$ cat src/rtl/seg_decode_rx.sv
// seg_decode_rx: sync + debounce a 7-segment bus, decode to hex on valid/ready.
// Optional saturating invalid-pattern counter: define SEG_RX_ERRCNT_EN.
module seg_decode_rx #(
  parameter int unsigned STABLE = 4
) (
  input  logic       clk,
  input  logic       reset,
  input  logic       f0,
  input  logic       f1,
  input  logic       f2,
  input  logic       f3,
  input  logic       f4,
  input  logic       f5,
  input  logic       f6,
  input  logic       out_ready,
  output logic       out_valid,
  output logic       x0,
  output logic       x1,
  output logic       x2,
  output logic       x3,
  output logic       err
`ifdef SEG_RX_ERRCNT_EN
  ,output logic [7:0] err_count
`endif
);

  typedef enum logic {SETTLE, EMIT} state_t;

  localparam logic [7:0] CNT_HIT = 8'(STABLE - 1);

  state_t     state_q;
  state_t     state_d;
  logic [6:0] seg_raw;
  logic [6:0] s1;
  logic [6:0] s2;
  logic [6:0] prev;
  logic [7:0] cnt;
  logic [6:0] last_emit;
  logic [6:0] held_pat;
  logic [3:0] code_q;
  logic       err_q;
  logic [3:0] dec_code;
  logic       dec_err;
  logic       accept;
  logic       new_evt;
  logic       handoff;

  assign seg_raw = {f6, f5, f4, f3, f2, f1, f0};

  // Two-flop synchroniser followed by the comparison register.
  always_ff @(posedge clk or posedge reset) begin
    if (reset) begin
      s1   <= '0;
      s2   <= '0;
      prev <= '0;
    end else begin
      s1   <= seg_raw;
      s2   <= s1;
      prev <= s2;
    end
  end

  // Stability counter; restarts after every handoff.
  always_ff @(posedge clk or posedge reset) begin
    if (reset) begin
      cnt <= '0;
    end else if (handoff || (s2 != prev)) begin
      cnt <= '0;
    end else if (cnt != 8'hFF) begin
      cnt <= cnt + 8'd1;
    end
  end

  // Reverse lookup of the hex segment table.
  always_comb begin
    dec_code = 4'h0;
    dec_err  = 1'b0;
    unique case (s2)
      7'h3F: dec_code = 4'h0;
      7'h06: dec_code = 4'h1;
      7'h5B: dec_code = 4'h2;
      7'h4F: dec_code = 4'h3;
      7'h66: dec_code = 4'h4;
      7'h6D: dec_code = 4'h5;
      7'h7D: dec_code = 4'h6;
      7'h07: dec_code = 4'h7;
      7'h7F: dec_code = 4'h8;
      7'h6F: dec_code = 4'h9;
      7'h77: dec_code = 4'hA;
      7'h7C: dec_code = 4'hB;
      7'h39: dec_code = 4'hC;
      7'h5E: dec_code = 4'hD;
      7'h79: dec_code = 4'hE;
      7'h71: dec_code = 4'hF;
      default: dec_err = 1'b1;
    endcase
  end

  assign accept  = (state_q == SETTLE) && (s2 == prev) && (cnt == CNT_HIT);
  assign new_evt = accept && (s2 != last_emit) && (s2 != 7'h00);
  assign handoff = (state_q == EMIT) && out_ready;

  // State register.
  always_ff @(posedge clk or posedge reset) begin
    if (reset) begin
      state_q <= SETTLE;
    end else begin
      state_q <= state_d;
    end
  end

  // Next state: wait for a new stable pattern, then hold until taken.
  always_comb begin
    state_d = state_q;
    unique case (state_q)
      SETTLE: if (new_evt) state_d = EMIT;
      EMIT:   if (out_ready) state_d = SETTLE;
      default: state_d = SETTLE;
    endcase
  end

  // Result capture and repeat-suppression memory.
  always_ff @(posedge clk or posedge reset) begin
    if (reset) begin
      code_q    <= '0;
      err_q     <= 1'b0;
      held_pat  <= '0;
      last_emit <= '0;
    end else begin
      if (new_evt) begin
        code_q   <= dec_err ? 4'h0 : dec_code;
        err_q    <= dec_err;
        held_pat <= s2;
      end
      if (handoff) begin
        last_emit <= held_pat;
      end else if (accept && (s2 == 7'h00)) begin
        last_emit <= 7'h00;
      end
    end
  end

`ifdef SEG_RX_ERRCNT_EN
  // Count handed-off invalid patterns, saturating.
  always_ff @(posedge clk or posedge reset) begin
    if (reset) begin
      err_count <= '0;
    end else if (handoff && err_q && (err_count != 8'hFF)) begin
      err_count <= err_count + 8'd1;
    end
  end
`endif

  assign out_valid = (state_q == EMIT);
  assign {x3, x2, x1, x0} = code_q;
  assign err = err_q;

endmodule

$ cat config.mk
export PLATFORM = sky130hd
export DESIGN_NAME = seg_decode_rx
export DESIGN_NICKNAME = d
export VERILOG_FILES = /design/src/rtl/seg_decode_rx.sv
export SDC_FILE = /design/constraint.sdc
export NUM_CORES = 1
export LEC_CHECK = 0
export CAP_MARGIN = 10
export CORE_UTILIZATION = 40
export DETAILED_ROUTE_END_ITERATION = 10
export PLACE_DENSITY_LB_ADDON = 0.05
export SLEW_MARGIN = 20
export SYNTH_ARGS = -nofsm -noshare
export SYNTH_HDL_FRONTEND = slang
export SYNTH_SLANG_ARGS = --single-unit
$ cat constraint.sdc
create_clock -name clk -period 2.13 [get_ports clk]
set_input_delay 0.426 -clock clk [delete_from_list [all_inputs] [get_ports clk]]
set_output_delay 0.426 -clock clk [all_outputs]
set_load 0.01 [all_outputs]
==> flow_summary_export.csv <==
group,metric,value,unit
run_status,status,"finished clean",
logic_synthesis,syn_area,2257,um2
logic_synthesis,async_reset_ff_share,100.0,%
sta,max_freq,511.3,MHz
hold_path,hold_path_startpoint,"s1[1]",
global_route,overflow,0,
sta,clock_skew,0.005249,ns
setup_path,crit_required,2.32,ns
setup_path,start_kind,"flop",
setup_path,crit_type,"flop to flop",
clock_tree,cts_made_buffers,5,
clock_tree,clkLatencyLatePin,0.30,ns
clock_tree,hold_buffers,0,
sta,setup_viol,0,
die,die_h,77.12,um
setup_path,crit_path_start,"s2[1]",
logic_synthesis,ys_seq_area_share,54.32,%
global_route,grt_pass1_wl,7403,um
sta,setup_tns,0,ns
sta,period_needed,1.956,ns
clock_tree,clkSinkCount,49,
route,wl_per_cell,15.37,um
hold_path,whs_path_depth,0,
die,start_util,42.83,%
logic_synthesis,ys_warn_count,0,
finish,final_layout_size_suffix_gt1_share,18.14,%
route,drt_iter0_drc,121,
logic_synthesis,synth_edf_count,0,
sta,hold_viol,0,
route,vias,1460,
logic_synthesis,ys_seq_elements,49,
pwr,leakage,1.163,nW
global_route,grt_max_degree,32,
global_route,track_usage,15.82,%
global_route,antenna_found_initial,0,
sta,tightest_slew,0.4261,ns
finish,final_cell_mix,"dfrtp_1 (49), clkdlybuf4s50_1 (15), nor2_1 (12)",
die,coreArea,5270,um2
logic_synthesis,ys.flop_type,"dfrtp_1",
pwr,worst_ir_drop_vdd,0.3620,mV
route,drt_wl_total,4211,um
clock_tree,clock_path_buffers,2,
die,pin_count,16,
sta,drv_slew,0,
route,drcViolationCount,0,
pwr,powerDensity,651.8,nW/um2
clock_tree,cts_resized,0,
clock_tree,clk_pin_slew,0.10,ns
die,fp.dieArea,5947,um2
finish,area_growth,14.41,%
hold_path,hold_path.class,"flop to flop",
die,num_rows,26,
place,hpwl,2969,um
finish,final_core_utilization,49.00,%
setup_path,regToRegStartpoint,"s2[1]",
flow_run,cap_violations,0,
logic_synthesis,synth_nets,195,
finish,nets,214,
place,dpl_cell_area,2485,um2
global_route,grt_pass1_vias,1472,
setup_path,rr_worst_depth,5,
logic_synthesis,synth.distinct_cells,49,
sta,period_share,91.82,%
clock_tree,cts_tree,"built",
finish,final_common_cell,"dfrtp_1",
sta,rsz0062_at_grt,"no",
route,ant_nets,0,
setup_path,crit_path_end_kind,"flop",
finish,diodes,0,
route,avgViaCountPerCell,5.328,
route,firstDrtPassIters,4,
place,gp_congestion,0.7645,
die,dieWidth,77.12,um
logic_synthesis,syn_inst,184,
sta,fin_ws,0.1743,ns
clock_tree,htree_levels,2,
setup_path,path_max_fanout,13,
sta,timing.slew.headroom,71.55,%
logic_synthesis,synth.avg_cell_area,12.27,um2
clock_tree,root_buffer,"clkbuf_8",
finish,fin_area,2582,um2
clock_tree,post-cts-setup-buffers,0,
place,dp_slack,0.1689,ns
setup_path,cp.arrival,2.15,ns
place,port_buffers,15,
==> report_power, final <==
| part | switching, W | internal [W] | leakage [nW] |
|---|---|---|---|
| logic | 0.0000752 | 0.0000623 | 0.477 |
| registers | 0.0000183 | 0.000951 | 0.636 |
| clock network | 0.000330 | 0.000246 | 0.0506 |
| total | 0.000424 | 0.00126 | 1.16 |
==> path summary, 6_finish.rpt <==
path / to / slack (ns)
worst max-delay path: code_q[1] / 0.17
worst min-delay path: s2[1] / 0.36
worst max register to register: code_q[1] / 0.17
worst min register to register: s2[1] / 0.36
max in group asynchronous: last_emit[3] / 1.19
min in group asynchronous: s1[2] / 0.43
==> Yosys cell counts, types with 2 or more instances <==
cell,n,area share [%]
nor4_1,3,0.83
o32ai_1,2,0.78
and3_1,2,0.55
and4_2,2,0.89
and2_1,2,0.55
dfrtp_1,49,54
nand3_1,4,0.89
mux2_2,3,1.5
o21a_1,2,0.66
xor2_1,7,2.7
inv_1,7,1.2
a22o_2,2,0.89
a22o_1,7,2.7
nand2_1,5,0.83
xnor2_1,11,4.3
nor3_1,2,0.44
clkbuf_1,4,0.66
nor2b_1,3,0.83
a31oi_1,2,0.55
buf_6,6,3.0
nor2_1,12,2.0
a21oi_1,5,1.1
nand4_1,6,1.7
buf_2,3,0.66
o31a_1,2,0.78
a311oi_1,2,0.78
mux2_4,6,4.0
nor4b_1,2,0.78
==> critical path, cell delays in order (launching register included) <==
cell	delay (ns)
dfrtp_1	0.58
xnor2_1	0.16
nand4_1	0.18
nor3_4	0.30
nand3_4	0.26
mux2_4	0.36
==> stage by stage <==
stage               hold slack, ns  power [W]  std cells
detailed placement          0.3347   0.001129        266
CTS                         0.3583   0.001716        274
global route                0.3609   0.001764        274
floorplan                   0.3312   0.001077        184
finish                      0.3560   0.001683        274
global placement            0.3351   0.001125        266
==> metal layers <==
metal / share of wire, % / GRT usage, % / up-vias / wire length, um
met5: 0 / 0 / - / 0
met4: 0.66 / 4.340 / 0 / 28
met3: 3.8 / 2.976 / 4 / 160
met2: 46 / 23.89 / 33 / 1917
met1: 50 / 23.10 / 712 / 2105
li1: - / - / 711 / -
==> state kept, by name (all words and copies together) (netlist names) <==
name       flops
out_valid      1
err            1
s1             7
last_emit      7
code_q         4
s2             7
held_pat       7
cnt            8
prev           7
==> layout make-up <==
type / count / area, um2
clock buffers: 5 / 68.82
multi-input cells: 115 / 907.1
fillers: 493 / 2688
clock inverters: 3 / 28.78
flip-flops and latches: 49 / 1226
inverters: 7 / 26.28
well taps: 70 / 87.58
repair buffers: 25 / 237.7
==> cell families after synthesis <==
| family | synth area share, % |
|---|---|
| AOI/OAI and AO/OA | 11.64 |
| xor gates and xnor gates | 6.984 |
| adders and majority gates | 0.5542 |
| buffers and inverters | 5.487 |
| DFF | 54.32 |
| muxes | 5.931 |
| and+or+nand+nor | 15.08 |
Power figures use the tool's default switching activity.
==> RTL change: new RTL, same flow settings <==
Build with the macro `SEG_RX_ERRCNT_EN` defined.
--- a/src/rtl/seg_decode_rx.sv
+++ b/src/rtl/seg_decode_rx.sv
@@ -2,2 +2,4 @@
 // Optional saturating invalid-pattern counter: define SEG_RX_ERRCNT_EN.
+`define SEG_RX_ERRCNT_EN
+
 module seg_decode_rx #(
Check against the original RTL (old outputs only; new: err_count): equivalent (Yosys induction, for registers that start in step).
==> RTL change against the unedited design <==
  * Synthesized area up 14%
  * Global-route usage up 2.0 points
  * Routed wire length up 18%
  * Clock power rose by 82%
  * Final area is 20% higher
  * Utilization up 2.3 points
  * Count of clock-buffer cells in the layout increased by 8
  * Sequential share of layout area decreased by 1.6 points
  * Die area up 13%
  * Sequential cell count increased by 8
  * Worst hold slack worse by 12 ps
  * Total power up 37%
  * Setup slack better by 24 ps
  * Largest power group unchanged
==> RTL change: results (changes against the unedited design) <==
| Metric | Value |
|---|---|
| Outcome | finished, final reports clean (unchanged) |
| Netlist cell types | 46 (was 49) |
| Top delay family on crit path | simple AND/OR/NAND/NOR gates (unchanged) |
| Cell count after placement | 311 (was 266) |
| Nets | 259 (was 214) |
| Syn nets | 225 (was 195) |
| Largest net degree at the start of global routing | 41 (was 32) |
| CTS Hold Bufs | 0 (unchanged) |
| Layout cells sized above 1 | 0.191 (was 0.181) |
| Setup Fix Bufs, Post-CTS | 0 (unchanged) |
| Mapped Cells | 213 (was 184) |
| Slowest stage cell, crit path | dfrtp_1 (unchanged) |
| CTS buffer count | 9 (was 5) |
| DRT Pass-1 Iters | 4 (unchanged) |
| CP Max Fanout | 11 (was 13) |
| H-Tree Depth | 3 (was 2) |
| HPWL Detailed | 3580 um (was 2970 um) |
| Crit-path max cell delay | 510 ps (was 580 ps) |
| Xor-xnor portion of the synthesized cell area | 0.0922 (was 0.0698) |
| Sequential area share after synthesis | 0.556 (was 0.543) |
| Hold/Removal Path Class | register to register (unchanged) |
| Vias per cell | 5.29 (was 5.33) |
| Number of global-route vias before repair | 1773 (was 1472) |
| Synth Area in Adders | 0.00976 (was 0.00554) |
| Drt first-iter violations | 88 (was 121) |
| ANT cells | 0 (unchanged) |
| Place WS | 137 ps (was 169 ps) |
| Reg clk slew, reported paths | 60 ps (was 100 ps) |
| Clock Tree Root | clkbuf_8 (unchanged) |
| Slew HR | 0.547 (was 0.715) |
| # fillers | 545 (was 493) |
| Ys async rst share | 1.00 (unchanged) |
| Number of I/O port buffers | 23 (was 15) |
| Arr. time, crit path | 2130 ps (was 2150 ps) |
| RePlAce Congestion | 0.886 (was 0.765) |
| Final Skew | 8.59 ps (was 5.25 ps) |
| Resized Gates After CTS | 0 (unchanged) |
| Maximum clock path buffer count | 2 (unchanged) |
| Worst skew pair latency | 320 ps (was 300 ps) |
| Post-synthesis compound-gate area fraction | 0.0756 (was 0.116) |
| Top post-synthesis cells by area | dfrtp_1 (56%), xnor2_1 (5.5%), mux2_4 (4.1%), xor2_1 (3.8%), a22o_1 (2.4%) (was dfrtp_1 (54%), xnor2_1 (4.3%), mux2_4 (4.0%), buf_6 (3.0%), a22o_1 (2.7%)) |
| Commonest cells in the synthesized netlist | dfrtp_1 (57), xnor2_1 (16), nor2_1 (15) (was dfrtp_1 (49), nor2_1 (12), xnor2_1 (11)) |
| LEAKAGE | 0.00141 uW (was 0.00116 uW) |
| GRT Resource Usage Total | 0.178 (was 0.158) |
| DR vias | 1724 (was 1460) |
| Top_reg_cell synth | dfrtp_1 (unchanged) |
| Initial antenna violation count | 0 (unchanged) |
| IR drop worst, VDD | 0.476 mV (was 0.362 mV) |
| Multiplexer share of the synthesized area | 0.0668 (was 0.0593) |
| Drt wl/cell | 15.3 um (was 15.4 um) |
| First-pass GRT wire length | 8660 um (was 7400 um) |
-- RTL change: changes by cell type in the layout (fill, tap and decap cells not counted), moves of 3 or more --
cell / unedited run / this run
nand3_1: 4 / 7
xor2_1: 7 / 11
and2_1: 2 / 6
nand4_1: 6 / 9
nand2_1: 5 / 9
clkdlybuf4s50_1: 15 / 23
nor2_1: 12 / 15
xnor2_1: 11 / 16
dfrtp_1: 49 / 57
clkbuf_8: 5 / 13
-- RTL change: cells by family after synthesis --
logic type	after synthesis
AND/OR/NAND/NOR	72
XOR/XNOR	27
adder cells (fa/ha/maj)	2
flip-flops	57
buffers and inverters	16
AO/OA/AOI/OAI	26
multiplexers	13
-- RTL change: cell type report --
class | count | area share
multi-input combinational | 140 | 0.332
inverter | 5 | 0.00603
timing repair buffer | 34 | 0.105
clock buffer | 13 | 0.0575
sequential | 57 | 0.459
clock inverter | 2 | 0.0113
tap | 75 | 0.0302
-- RTL change: power breakdown --
group	switching, uW	internal [uW]	leakage, uW	total [uW]
registers	22.5	1110	0.000747	1130
logic	70.9	60.2	0.000549	131
clock network	393	660	0.000112	1050
total	487	1820	0.00141	2310
-- RTL change: per-layer routing --
layer,global-route usage,vias to the layer above,part of all wire
met2,0.255,39,0.45
li1,-,823,-
met1,0.252,852,0.50
met4,0.0860,0,0.021
met3,0.0400,10,0.033
met5,0,-,0
-- RTL change: worst register-to-register path, stage by stage, from the launching register on --
cell     delay, ps
dfrtp_1        510
xor2_1         190
nor4_1         310
nand4_1        170
nand3_2        110
buf_4          180
mux2_2         350
-- RTL change: per-stage QoR --
stage	power, uW	cell area [um^2]	hold WS (ps)
CTS	2350	3110	347
finish	2310	3110	344
global route	2410	3110	362
floorplan	1230	2560	331
detailed placement	1280	2900	336
global placement	1280	2900	332
-- RTL change: worst paths after layout --
check                           start     endpoint  slack (ps)  cells after the start
min in group asynchronous       reset       cnt[0]         410                      2
worst min register to register  s1[3]        s2[3]         340                      0
worst min-delay path            s1[3]        s2[3]         340                      0
max in group asynchronous       reset        s1[1]        1170                      3
worst max register to register  s2[5]  held_pat[5]         200                      6
worst max-delay path            s2[5]  held_pat[5]         200                      6
